==> config.mk <==
export PLATFORM = sky130hd
export DESIGN_NAME = accel_spi_responder
export DESIGN_NICKNAME = d
export VERILOG_FILES = /design/src/rtl/accel_spi_responder.sv
export SDC_FILE = /design/constraint.sdc
export NUM_CORES = 1
export LEC_CHECK = 0
export CORE_MARGIN = 2
export CORE_UTILIZATION = 24
export CTS_BUF_LIST = sky130_fd_sc_hd__clkbuf_8
export DETAILED_ROUTE_END_ITERATION = 10
export SETUP_SLACK_MARGIN = 0.3
export SLEW_MARGIN = 20
export SYNTH_ARGS = -nofsm -noshare
export SYNTH_HDL_FRONTEND = slang
export SYNTH_SLANG_ARGS = --single-unit
==> constraint.sdc <==
create_clock -name clk -period 2.75 [get_ports clk]
set_input_delay 0.825 -clock clk [delete_from_list [all_inputs] [get_ports clk]]
set_output_delay 0.825 -clock clk [all_outputs]
set_load 0.01 [all_outputs]
==> src/rtl/accel_spi_responder.sv <==
// accel_spi_responder: SPI mode-0 slave emulating an accelerometer register interface.
// Define ACCEL_SPI_RESPONDER_WR_EN to build the register write path (power_ctl, soft reset).
module accel_spi_responder #(
    parameter int         SYNC_STAGES = 2,
    parameter logic [7:0] DEVID_AD    = 8'hAD,
    parameter logic [7:0] DEVID_MST   = 8'h1D,
    parameter logic [7:0] PART_ID     = 8'hF2
) (
    input  logic       clk,
    input  logic       rst,
    input  logic [7:0] x_val,
    input  logic [7:0] y_val,
    input  logic [7:0] z_val,
    input  logic       SCLK,
    input  logic       CSN,
    input  logic       MOSI,
    output logic       MISO,
    output logic       miso_oe,
    output logic [7:0] power_ctl,
    output logic       xfer_done,
    output logic       cmd_err
);

    typedef enum logic [2:0] {
        IDLE       = 3'd0,
        CMD        = 3'd1,
        READ_ADDR  = 3'd2,
        READ_DATA  = 3'd3,
        WRITE_ADDR = 3'd4,
        WRITE_DATA = 3'd5,
        IGNORE     = 3'd6
    } state_e;

    logic [SYNC_STAGES-1:0] sclk_sync_q, sclk_sync_d;
    logic [SYNC_STAGES-1:0] csn_sync_q, csn_sync_d;
    logic [SYNC_STAGES-1:0] mosi_sync_q, mosi_sync_d;
    logic [SYNC_STAGES-1:0] flush_q, flush_d;
    logic                   sclk_prev_q, sclk_prev_d;
    logic                   csn_prev_q, csn_prev_d;
    logic                   armed_q, armed_d;

    state_e     state_q, state_d;
    logic [2:0] bit_cnt_q, bit_cnt_d;
    logic [6:0] rx_shift_q, rx_shift_d;
    logic [7:0] addr_q, addr_d;
    logic [7:0] rd_byte_q, rd_byte_d;
    logic [7:0] miso_sr_q, miso_sr_d;
    logic       load_pending_q, load_pending_d;
    logic       byte_seen_q, byte_seen_d;
    logic [7:0] snap_x_q, snap_x_d;
    logic [7:0] snap_y_q, snap_y_d;
    logic [7:0] snap_z_q, snap_z_d;
    logic       xfer_done_q, xfer_done_d;
    logic       cmd_err_q, cmd_err_d;

    logic       sclk_s, csn_s, mosi_s;
    logic       sclk_rise, sclk_fall, csn_rise, csn_fall;
    logic [7:0] rx_byte;
    logic [7:0] fetch_addr;
    logic [7:0] rd_lookup;

`ifdef ACCEL_SPI_RESPONDER_WR_EN
    logic [7:0] power_ctl_q, power_ctl_d;
    assign power_ctl = power_ctl_q;
`else
    assign power_ctl = 8'h00;
`endif

    assign sclk_s    = sclk_sync_q[SYNC_STAGES-1];
    assign csn_s     = csn_sync_q[SYNC_STAGES-1];
    assign mosi_s    = mosi_sync_q[SYNC_STAGES-1];
    assign sclk_rise = sclk_s & ~sclk_prev_q;
    assign sclk_fall = ~sclk_s & sclk_prev_q;
    assign csn_rise  = csn_s & ~csn_prev_q;
    assign csn_fall  = ~csn_s & csn_prev_q;
    assign rx_byte   = {rx_shift_q, mosi_s};

    assign miso_oe   = (state_q == READ_DATA);
    assign MISO      = miso_oe & miso_sr_q[7];
    assign xfer_done = xfer_done_q;
    assign cmd_err   = cmd_err_q;

    // armed stays low until CSN has been seen high through a flushed synchronizer,
    // so a CSN held low across reset release cannot open a transaction.
    always_comb begin
        sclk_sync_d = {sclk_sync_q[SYNC_STAGES-2:0], SCLK};
        csn_sync_d  = {csn_sync_q[SYNC_STAGES-2:0], CSN};
        mosi_sync_d = {mosi_sync_q[SYNC_STAGES-2:0], MOSI};
        flush_d     = {flush_q[SYNC_STAGES-2:0], 1'b1};
        sclk_prev_d = sclk_s;
        csn_prev_d  = csn_s;
        armed_d     = armed_q | (flush_q[SYNC_STAGES-1] & csn_s);
    end

    // Register lookup for the byte about to be returned: the freshly received
    // address in READ_ADDR, otherwise the next auto-incremented address.
    always_comb begin
        fetch_addr = (state_q == READ_ADDR) ? rx_byte : addr_q + 8'd1;
        case (fetch_addr)
            8'h00:   rd_lookup = DEVID_AD;
            8'h01:   rd_lookup = DEVID_MST;
            8'h02:   rd_lookup = PART_ID;
            8'h08:   rd_lookup = snap_x_q;
            8'h09:   rd_lookup = snap_y_q;
            8'h0A:   rd_lookup = snap_z_q;
            8'h2D:   rd_lookup = power_ctl;
            default: rd_lookup = 8'h00;
        endcase
    end

    always_comb begin
        state_d        = state_q;
        bit_cnt_d      = bit_cnt_q;
        rx_shift_d     = rx_shift_q;
        addr_d         = addr_q;
        rd_byte_d      = rd_byte_q;
        miso_sr_d      = miso_sr_q;
        load_pending_d = load_pending_q;
        byte_seen_d    = byte_seen_q;
        snap_x_d       = snap_x_q;
        snap_y_d       = snap_y_q;
        snap_z_d       = snap_z_q;
        xfer_done_d    = 1'b0;
        cmd_err_d      = 1'b0;
`ifdef ACCEL_SPI_RESPONDER_WR_EN
        power_ctl_d    = power_ctl_q;
`endif

        if (csn_rise) begin
            // CSN release wins over any SCLK edge seen in the same cycle.
            state_d        = IDLE;
            xfer_done_d    = byte_seen_q;
            byte_seen_d    = 1'b0;
            load_pending_d = 1'b0;
            miso_sr_d      = 8'h00;
        end else if (csn_fall && armed_q) begin
            state_d     = CMD;
            bit_cnt_d   = 3'd0;
            byte_seen_d = 1'b0;
            snap_x_d    = x_val;
            snap_y_d    = y_val;
            snap_z_d    = z_val;
        end else if (state_q != IDLE) begin
            if (sclk_rise) begin
                bit_cnt_d  = bit_cnt_q + 3'd1;
                rx_shift_d = rx_byte[6:0];
                if (bit_cnt_q == 3'd7) begin
                    byte_seen_d = 1'b1;
                    case (state_q)
                        CMD: begin
                            case (rx_byte)
                                8'h0B: state_d = READ_ADDR;
`ifdef ACCEL_SPI_RESPONDER_WR_EN
                                8'h0A: state_d = WRITE_ADDR;
`else
                                8'h0A: state_d = IGNORE;
`endif
                                default: begin
                                    state_d   = IGNORE;
                                    cmd_err_d = 1'b1;
                                end
                            endcase
                        end
                        READ_ADDR: begin
                            addr_d         = rx_byte;
                            rd_byte_d      = rd_lookup;
                            load_pending_d = 1'b1;
                            state_d        = READ_DATA;
                        end
                        READ_DATA: begin
                            addr_d         = addr_q + 8'd1;
                            rd_byte_d      = rd_lookup;
                            load_pending_d = 1'b1;
                        end
`ifdef ACCEL_SPI_RESPONDER_WR_EN
                        WRITE_ADDR: begin
                            addr_d  = rx_byte;
                            state_d = WRITE_DATA;
                        end
                        WRITE_DATA: begin
                            if (addr_q == 8'h2D) begin
                                power_ctl_d = rx_byte;
                            end else if (addr_q == 8'h1F && rx_byte == 8'h52) begin
                                power_ctl_d = 8'h00;
                            end
                            addr_d = addr_q + 8'd1;
                        end
`endif
                        default: state_d = state_q;
                    endcase
                end
            end else if (sclk_fall && state_q == READ_DATA) begin
                if (load_pending_q) begin
                    miso_sr_d      = rd_byte_q;
                    load_pending_d = 1'b0;
                end else begin
                    miso_sr_d = {miso_sr_q[6:0], 1'b0};
                end
            end
        end
    end

    always_ff @(posedge clk) begin
        if (rst) begin
            sclk_sync_q    <= '0;
            csn_sync_q     <= '1;
            mosi_sync_q    <= '0;
            flush_q        <= '0;
            sclk_prev_q    <= 1'b0;
            csn_prev_q     <= 1'b1;
            armed_q        <= 1'b0;
            state_q        <= IDLE;
            bit_cnt_q      <= 3'd0;
            rx_shift_q     <= 7'd0;
            addr_q         <= 8'h00;
            rd_byte_q      <= 8'h00;
            miso_sr_q      <= 8'h00;
            load_pending_q <= 1'b0;
            byte_seen_q    <= 1'b0;
            snap_x_q       <= 8'h00;
            snap_y_q       <= 8'h00;
            snap_z_q       <= 8'h00;
            xfer_done_q    <= 1'b0;
            cmd_err_q      <= 1'b0;
        end else begin
            sclk_sync_q    <= sclk_sync_d;
            csn_sync_q     <= csn_sync_d;
            mosi_sync_q    <= mosi_sync_d;
            flush_q        <= flush_d;
            sclk_prev_q    <= sclk_prev_d;
            csn_prev_q     <= csn_prev_d;
            armed_q        <= armed_d;
            state_q        <= state_d;
            bit_cnt_q      <= bit_cnt_d;
            rx_shift_q     <= rx_shift_d;
            addr_q         <= addr_d;
            rd_byte_q      <= rd_byte_d;
            miso_sr_q      <= miso_sr_d;
            load_pending_q <= load_pending_d;
            byte_seen_q    <= byte_seen_d;
            snap_x_q       <= snap_x_d;
            snap_y_q       <= snap_y_d;
            snap_z_q       <= snap_z_d;
            xfer_done_q    <= xfer_done_d;
            cmd_err_q      <= cmd_err_d;
        end
    end

`ifdef ACCEL_SPI_RESPONDER_WR_EN
    always_ff @(posedge clk) begin
        if (rst) begin
            power_ctl_q <= 8'h00;
        end else begin
            power_ctl_q <= power_ctl_d;
        end
    end
`endif

endmodule

### After elaboration in Yosys (flattened, before gate mapping)

Cells that the tools add are included.

| operators by class | value |
|---|---|
| order comparisons | 0 |
| divide/modulo/power cells | 0 |
| multiply operators | 0 |
| mux-type cells | 19 |
| reduce and logical (&&, ||, !) cells | 27 |
| bitwise operators | 17 |
| add/sub/neg operators | 2 |
| equal/unequal tests | 13 |
| shifts and indexed selects | 0 |

Operator list:

| cell | number |
|---|---|
| $pmux 8 s6 | 1 |
| $eq 8x4->1 const B | 5 |
| $mux 8 | 2 |
| $pmux 8 s2 | 1 |
| $reduce_and 4->1 | 4 |
| $mux 3 | 4 |
| $reduce_and 6->1 | 2 |
| $reduce_bool 2->1 | 6 |
| $mux 1 | 10 |
| $not 1->1 | 10 |
| $add 8x1->8 const B | 1 |
| $eq 8x1->1 const B | 1 |
| $eq 8x2->1 const B | 1 |
| $logic_not 8->1 | 1 |
| $reduce_or 2->1 | 4 |
| $reduce_or 7->1 | 1 |
| $and 1x1->1 | 6 |
| $eq 3x2->1 const B | 2 |
| $pmux 3 s2 | 1 |
| $reduce_and 3->1 | 2 |
| $reduce_bool 3->1 | 2 |
| $reduce_and 5->1 | 1 |
| $add 3x1->3 const B | 1 |
| $eq 3x1->1 const B | 1 |
| 7 further kinds | 8 |

| word-level totals | value |
|---|---|
| word-level logic and storage cells | 100 |
| latch bits | 0 |
| input port bits | 29 |
| memories kept | 0 |
| ROM bits | 0 |
| bits in writable memories | 0 |
| output and inout bits | 12 |
| register bits | 76 |

### Logic depth before layout (Yosys ltp)

Gate-level depths: netlist of the first run.

| logic depth | value |
|---|---|
| word-level depth | 7 |
| mapped depth | 9 |
| gate-level depth less buffers | 8 |

### Worst setup path before layout of the first run

No wires, ideal clock.

| timing | value |
|---|---|
| path kind | reg2reg |
| start | reg addr_q[0] |
| end | reg rd_byte_q[0] |
| cell stages (with the launch flop) | 8 |
| library setup time | 0.069 ns |
| slack | 0.693 ns |
| required time | 2.681 ns |
| path buffers | 0 |
| arrival | 1.988 ns |
| clock period less this slack | 2.057 ns |
| cells stage by stage | dfxtp_1 ha_1 nand3_1 xor2_1 nand2_1 or4_1 a221o_2 o21ai_1 |

| between the ends | value |
|---|---|
| longest elaborated chain between the ends | 4 |
| elaborated cells between the ends (all ways) | 9 |
| classes of those cells | add/sub (1); eq/ne (5); mux (2); reduce/logical (1) |

Ends and longest elaborated chain:

| what | RTL line | source |
|---|---|---|
| start: declaration | 45 | `logic [7:0] addr_q, addr_d;` |
| start signal: assignment | 236 | `addr_q <= addr_d;` |
| $add 8x1->8 (*) | 98 | `fetch_addr = (state_q == READ_ADDR) ? rx_byte : addr_q + 8'd1;` |
| $mux 8 (*) | 98 |  |
| $eq 8x4->1 (tied with other cells) | 99 | `case (fetch_addr)` |
| $pmux 8 s6 (*) | 99 |  |
| end signal: assignment | 237 | `rd_byte_q <= rd_byte_d;` |
| end: declaration | 46 | `logic [7:0] rd_byte_q, rd_byte_d;` |

Mark *: on every way between the ends. The rest lies on a longest branch, timed or not.
A chain may end at the register's enable or synchronous reset.

### Final worst setup path of the first run

| timing | value |
|---|---|
| start | reg state_q[2] |
| end | out miso_oe |

| between the ends | value |
|---|---|
| longest elaborated chain between the ends | 1 |

Ends and longest elaborated chain:

| what | RTL line | source |
|---|---|---|
| start: declaration | 42 | `state_e state_q, state_d;` |
| start signal: assignment | 233 | `state_q <= state_d;` |
| $eq 3x2->1 | 78 | `assign miso_oe = (state_q == READ_DATA);` |
| end: declaration | 18 | `output logic miso_oe,` |

No other way between the ends.

==> results of run 1 <==
## flip-flops by register name, indices dropped and copies added (netlist names)
| signal | cells |
|---|---|
| snap_y_q | 8 |
| flush_q | 2 |
| snap_x_q | 8 |
| rx_shift_q | 7 |
| sclk_prev_q | 1 |
| csn_sync_q | 2 |
| sclk_sync_q | 2 |
| byte_seen_q | 1 |
| csn_prev_q | 1 |
| load_pending_q | 1 |
| mosi_sync_q | 2 |
| rd_byte_q | 8 |
| state_q | 3 |
| snap_z_q | 8 |
| cmd_err | 1 |
| bit_cnt_q | 3 |
| addr_q | 8 |
| armed_q | 1 |
| xfer_done | 1 |
| miso_sr_q | 8 |
## Yosys cell counts (all sizes together) (2+ instances only)
| master | n |
|---|---|
| nor3b | 2 |
| nor2b | 6 |
| or2 | 3 |
| xnor2 | 3 |
| nor3 | 12 |
| and4b | 2 |
| o22ai | 2 |
| nor2 | 45 |
| ha | 3 |
| nor4 | 3 |
| dfxtp | 76 |
| nand3b | 2 |
| and3 | 3 |
| nand2 | 85 |
| and2 | 2 |
| inv | 4 |
| mux2 | 2 |
| a211oi | 16 |
| clkbuf | 15 |
| o21ai | 10 |
| nand2b | 4 |
| a21oi | 46 |
| nand3 | 6 |
| mux2i | 18 |
| or3 | 2 |
| xor2 | 6 |
| buf | 16 |
## critical path, cell delays in order (launching register included)
cell             delay (ns)
dfxtp_2                0.36
nand3b_1               0.21
inv_2                  0.13
clkdlybuf4s50_1        0.54
## path summary, 6_finish.rpt
| kind | endpoint | startpoint | cells after the start | slack [ns] |
|---|---|---|---|---|
| hold / removal | csn_sync_q[1] | csn_sync_q[0] | 1 | 0.41 |
| hold reg to reg | csn_sync_q[1] | csn_sync_q[0] | 1 | 0.41 |
| setup reg to reg | rd_byte_q[0] | state_q[1] | 6 | 0.47 |
| setup / recovery | miso_oe | state_q[2] | 3 | 0.35 |
## per-layer routing
layer,wire length (um),part of all wire
met5,0,0
met4,100,0.013
met3,395,0.053
met2,3420,0.46
met1,3590,0.48
## kinds of logic (layout without fill, tap and decap cells)
logic type / Yosys count / in the layout
fa+ha+maj: 3 / 3
compound gates: 80 / 80
mux: 20 / 20
flops: 76 / 76
buf+inv: 35 / 62
xor+xnor: 9 / 9
other cells: 1 / 8
simple gates: 183 / 183
## repair_timing
action	in CTS	in global routing
pin swaps	0	0
resized for setup	4	2
setup endpoints to repair	2	6
buffers inserted	0	2
## through the flow
step / util / power [mW] / setup WS, ns / cell area, um^2 / cells
after floorplan: - / 1.19 / 0.693 / 3360 / 414
after global placement: 0.278 / 1.23 / 0.535 / 3810 / 603
after detailed placement: 0.278 / 1.23 / 0.465 / 3810 / 603
after CTS: 0.292 / 2.06 / 0.298 / 4000 / 619
after global routing: 0.293 / 2.12 / 0.280 / 4020 / 621
final: 0.293 / 2.04 / 0.347 / 4020 / 621
## power by group
part / internal (mW) / total [mW] / switching [mW]
logic: 0.0470 / 0.0866 / 0.0396
clock network: 0.436 / 0.837 / 0.400
registers: 1.11 / 1.12 / 0.00762
total: 1.59 / 2.04 / 0.448
## cell type report
cell class	instances	area, um^2
Multi-Input combinational cell	303	1670
Clock buffer	10	138
Inverter	4	15.0
Sequential cell	76	1530
Timing Repair Buffer	42	389
Clock inverter	6	56.3
Fill cell	1455	9700
Tap cell	180	225
==> run_results.csv, run 1 <==
group,metric,value,unit
sta,finalCritPeriodShare,0.874,
sta,finalMaxSlewViolations,0,
logic_synthesis,syn_area,3340,um^2
cts,htreeDepth,3,
placement,port_buffers,32,
sta,setup_violations,0,
finish,layout_commonest_cell,"nand2_1",
grt,globalRouteTotalUtil,0.104,
placement,post-dp-hpwl,5520,um
logic_synthesis,synth_edf_count,0,
cts,numCtsBuffers,9,
sta,finClkSkew,0.00818,ns
worst_setup_path,crit_type,"register to output port",
worst_setup_path,cp.required,1.93,ns
route,wire_per_inst,12.1,um
logic_synthesis,yosysSeqAreaShare,0.456,
sta,hold_viol_final,0,
hold_path,worst_hold_path_type,"register to register",
worst_setup_path,cp-start-kind,"register",
logic_synthesis,synth-compound-area-share,0.141,
worst_setup_path,cp_max_fo,8,
logic_synthesis,yosys_warnings,0,
sta,hold_slack,0.410,ns
logic_synthesis,synth.area.mux_share,0.0656,
sta,tns,0,ns
route,antenna_left,0,
grt,grt_start_max_net_pins,28,
finish,drive_above_1_share,0.0930,
route,first_pass_iters,6,
sta,relSlewSlack,0.567,
floorplanning,start_util,0.243,
route,drt_iter0_markers,219,
status,status,"finished clean",
logic_synthesis,syn_avg_cell_area,8.20,um^2
floorplanning,die_area,14900,um^2
logic_synthesis,synth-simple-area-share,0.250,
logic_synthesis,synthDistinctLibCells,49,
logic_synthesis,syn_inst,407,
worst_setup_path,cp.arrival,1.58,ns
finish,layout_common_cells,"nand2_1 (85), dfxtp_1 (73), a21oi_1 (46), nor2_1 (43), clkdlybuf4s50_1 (30)",
grt,antenna_found_initial,0,
grt,grt_overflow,0,
grt,met1_usage,0.137,
placement,gp_congestion,0.846,
grt,grt_pass1_wl,12300,um
worst_setup_path,end_kind,"output port",
logic_synthesis,ys_seq_elements,76,
logic_synthesis,synth_adder_area_share,0.0112,
logic_synthesis,synth-xor-area-share,0.0236,
finish,n_antenna_cell,0,
sta,post-route-min-period,2.40,ns
power_and_ir_drop,leakage,1.36,nW
logic_synthesis,yosysTopAreaCell,"dfxtp_1",
logic_synthesis,synth_area_leaders,"dfxtp_1 (46%), nand2_1 (9.6%), a21oi_1 (6.9%)",
job,cap_viol_max_count,0,
grt,grt_use_met2,0.159,
grt,grt_pass1_vias,2578,
sta,fmax,0.416,GHz
floorplanning,die_h,122,um
floorplanning,ios,41,
cts,insertion_delay,0.35,ns
route,drc_errors,0,
floorplanning,design.core.area,13700,um^2
grt,grt_use_met3,0.0342,
sta,grt_setup_unrepaired,"true",
route,vias,2810,
logic_synthesis,synth_top_family_by_area,"simple AND/OR/NAND/NOR gates",
route,wirelength,7510,um
floorplanning,num_rows,43,
power_and_ir_drop,p_per_area,508,nW/um^2
finish,syn_to_final_growth,20.5,%
cts,clockBufferDepth,2,
logic_synthesis,async_flop_share,0,
route,avgViaCountPerCell,4.52,
floorplanning,fp.dieW,122,um
cts,holdBufCountCts,0,
finish,fin_nets,468,
cts,clk_pin_slew_worst_paths,0.08,ns
grt,grt_busiest_layer,"met2",
power_and_ir_drop,ir_drop,0.207,mV
logic_synthesis,synth.top_cell.area_share,0.456,
cts,cts_tree,"done",
cts,root_buffer,"clkbuf_8",
logic_synthesis,ys.flop_type,"dfxtp_1",
cts,clkSinkCount,76,
sta,worst_slew_pin_slew,0.648,ns
Note: power is estimated with default switching activity, not from simulation.
==> run 2, diff against run 1 <==
--- a/config.mk
+++ b/config.mk
@@ -9,6 +9,7 @@
 export CORE_UTILIZATION = 24
 export CTS_BUF_LIST = sky130_fd_sc_hd__clkbuf_8
 export DETAILED_ROUTE_END_ITERATION = 10
+export HOLD_SLACK_MARGIN = 0.05
 export SETUP_SLACK_MARGIN = 0.3
 export SLEW_MARGIN = 20
 export SYNTH_ARGS = -nofsm -noshare
==> results of run 2 <==
The final DEF is identical to that of run 1; final timing and power are the same.
==> run 3, diff against run 2 <==
--- a/config.mk
+++ b/config.mk
@@ -11,7 +11,6 @@
 export DETAILED_ROUTE_END_ITERATION = 10
 export HOLD_SLACK_MARGIN = 0.05
 export SETUP_SLACK_MARGIN = 0.3
-export SLEW_MARGIN = 20
 export SYNTH_ARGS = -nofsm -noshare
 export SYNTH_HDL_FRONTEND = slang
 export SYNTH_SLANG_ARGS = --single-unit
==> constraint.sdc (replaced) <==
create_clock -name clk -period 2.75 [get_ports clk]
set_input_delay 0.6875 -clock clk [delete_from_list [all_inputs] [get_ports clk]]
set_output_delay 0.6875 -clock clk [all_outputs]
set_load 0.01 [all_outputs]
==> run 3 against run 2 <==
Combinational power is 2% lower. Via count is 0.93% lower. Clock power is 10% higher. Fmax is 1.9% higher. Power is 4.2% higher. Setup slack better by 0.046 ns. Global-route usage is 0.067 points higher. Non-clock buffer count is 2 lower. Sequential cell count stayed put. Highest routed layer unchanged.
==> run_results.csv, run 3 (synthesis results as in run 1) <==
group,metric,value,unit
grt,grt_overflow,0,
placement,place_inst,603,
status,status,"finished clean",
worst_setup_path,cp_num_buf_inv,1,
finish,layout_common_cells,"nand2_1 (85), dfxtp_1 (74), a21oi_1 (46), nor2_1 (43), clkdlybuf4s50_1 (31)",
power_and_ir_drop,clkPwrFrac,0.434,
finish,stdcell_count,619,
finish,n_antenna_cell,0,
grt,antenna_found_initial,0,
worst_setup_path,regToRegSetupSlack,0.46,ns
worst_setup_path,max_stage_delay,0.54,ns
route,first_pass_iters,5,
cts,htreeDepth,3,
grt,grt_pass1_wl,12400,um
floorplanning,die_h,122,um
power_and_ir_drop,leakage,1.35,nW
finish,fin_util,0.294,
sta,post-route-min-period,2.36,ns
cts,holdBufCountCts,0,
sta,fmax,0.424,GHz
cts,clkSinkCount,76,
job,cap_viol_max_count,0,
placement,gp_congestion,0.851,
route,wirelength,7410,um
power_and_ir_drop,switching_share,0.208,
finish,nFillCells,1485,
floorplanning,design.core.area,13700,um^2
worst_setup_path,cpLargestDelayFamily,"buffers and inverters",
power_and_ir_drop,power.switching,0.442,mW
floorplanning,die_area,14900,um^2
worst_setup_path,rr_worst_depth,6,
cts,root_buffer,"clkbuf_8",
floorplanning,num_rows,43,
cts,numCtsBuffers,9,
power_and_ir_drop,p_per_area,528,nW/um^2
route,drc_errors,0,
power_and_ir_drop,seqPwrFrac,0.526,
power_and_ir_drop,pwr-share-comb,0.040,
grt,met1_usage,0.144,
sta,finClkSkew,0.00801,ns
grt,grt_use_met3,0.0253,
grt,globalRouteTotalUtil,0.104,
sta,finalCritPeriodShare,0.857,
worst_setup_path,cp.required,2.06,ns
worst_setup_path,worstSetupStartpoint,"state_q[2]",
finish,layout_commonest_cell,"nand2_1",
placement,place_area,3810,um^2
placement,post-dp-hpwl,5340,um
sta,worst_slew_pin_slew,0.539,ns
floorplanning,start_util,0.243,
route,avgViaCountPerCell,4.50,
worst_setup_path,slowest_stage,"clkdlybuf4s50_1",
sta,relSlewSlack,0.641,
floorplanning,ios,41,
grt,grt_pass1_vias,2579,
floorplanning,fp.dieW,122,um
hold_path,hold_depth,1,
cts,insertion_delay,0.34,ns
route,wire_per_inst,12.0,um
worst_setup_path,worstSetupEndpoint,"MISO",
worst_setup_path,crit_type,"register to output port",
route,antenna_left,0,
finish,drive_above_1_share,0.0866,
grt,grt_use_met2,0.157,
power_and_ir_drop,ir_drop,0.284,mV
grt,grt_start_max_net_pins,55,
worst_setup_path,cp_max_fo,8,
sta,tns,0,ns
sta,setup_violations,0,
worst_setup_path,critical_path_cell_count,3,
cts,clk_pin_slew_worst_paths,0.07,ns
sta,grt_setup_unrepaired,"false",
power_and_ir_drop,intPower,1.69,mW
finish,design_area,4030,um^2
route,drt_iter0_markers,184,
placement,port_buffers,32,
sta,hold_viol_final,0,
hold_path,worst_hold_path_type,"register to register",
route,vias,2784,
finish,multi_input_area,1670,um^2
cts,clockBufferDepth,2,
worst_setup_path,reg2reg_to,"rd_byte_q[5]",
finish,fin_nets,466,
cts,cts_tree,"done",
worst_setup_path,worstPathCellList,"and2b_1 > and3_1 > clkdlybuf4s50_1",
finish,syn_to_final_growth,20.8,%
worst_setup_path,cp.arrival,1.67,ns
sta,finalMaxSlewViolations,0,
grt,grt_busiest_layer,"met2",
worst_setup_path,cp-start-kind,"register",
worst_setup_path,rr_startpoint,"state_q[0]",
worst_setup_path,end_kind,"output port",
finish,seqCellArea,1520,um^2
## run 3: cell types whose count changed in the layout (fill, tap and decap cells not counted), sizes merged
cell / change
buf: -2
clkinv: -2
bufinv: +1
clkinvlp: +1
clkdlybuf4s50: +1
dlygate4sd2: -1
## run 3: layout make-up
type,count,area share
repair buffers,40,0.0931
multi-input cells,303,0.415
well taps,180,0.0559
clock buffers,10,0.0341
inverters,4,0.00372
clock inverters,6,0.0199
flip-flops and latches,76,0.378
## run 3: timing repair
item                       CTS  global route
setup buffers                0             0
setup endpoints to repair    1             8
resized for setup            1             3
## run 3: worst reg2reg max path, delay by kind of cell, from the launching register on
kind / cells / cell delay, ns
simple gates: 3 / 0.78
compound gates: 2 / 0.53
flops: 1 / 0.36
mux: 1 / 0.55
## run 3: through the flow
| stage | worst slack [ns] | power (mW) | hold WS (ns) |
|---|---|---|---|
| 4_1_cts | 0.324 | 2.16 | 0.427 |
| 6_report | 0.393 | 2.13 | 0.421 |
| 3_3_place_gp | 0.535 | 1.23 | 0.391 |
| 5_1_grt | 0.308 | 2.21 | 0.442 |
| 3_5_place_dp | 0.445 | 1.23 | 0.408 |
| 2_1_floorplan | 0.693 | 1.19 | 0.389 |
## run 3: power by group through the flow
stage | Sequential [mW] | Clock (mW) | Combinational (mW)
after global routing | 1.12 | 0.998 | 0.0948
after CTS | 1.12 | 0.951 | 0.0862
after global placement | 1.14 | 0 | 0.0850
after detailed placement | 1.14 | 0 | 0.0860
final | 1.12 | 0.923 | 0.0852
after floorplan | 1.14 | 0 | 0.0454
## run 3: how the worst min path moves through the flow
| stage | end | startpoint |
|---|---|---|
| after detailed placement | csn_sync_q[1] | csn_sync_q[0] |
| after global placement | csn_sync_q[1] | csn_sync_q[0] |
| after CTS | csn_sync_q[1] | csn_sync_q[0] |
| final | csn_sync_q[1] | csn_sync_q[0] |
| after global routing | csn_sync_q[1] | csn_sync_q[0] |
| after floorplan | csn_sync_q[1] | csn_sync_q[0] |
## run 3: layer usage
| metal | up-vias | share of wire |
|---|---|---|
| met2 | 51 | 0.44 |
| met5 | - | 0 |
| met3 | 8 | 0.055 |
| met4 | 0 | 0.014 |
| met1 | 1301 | 0.49 |
| li1 | 1424 | - |
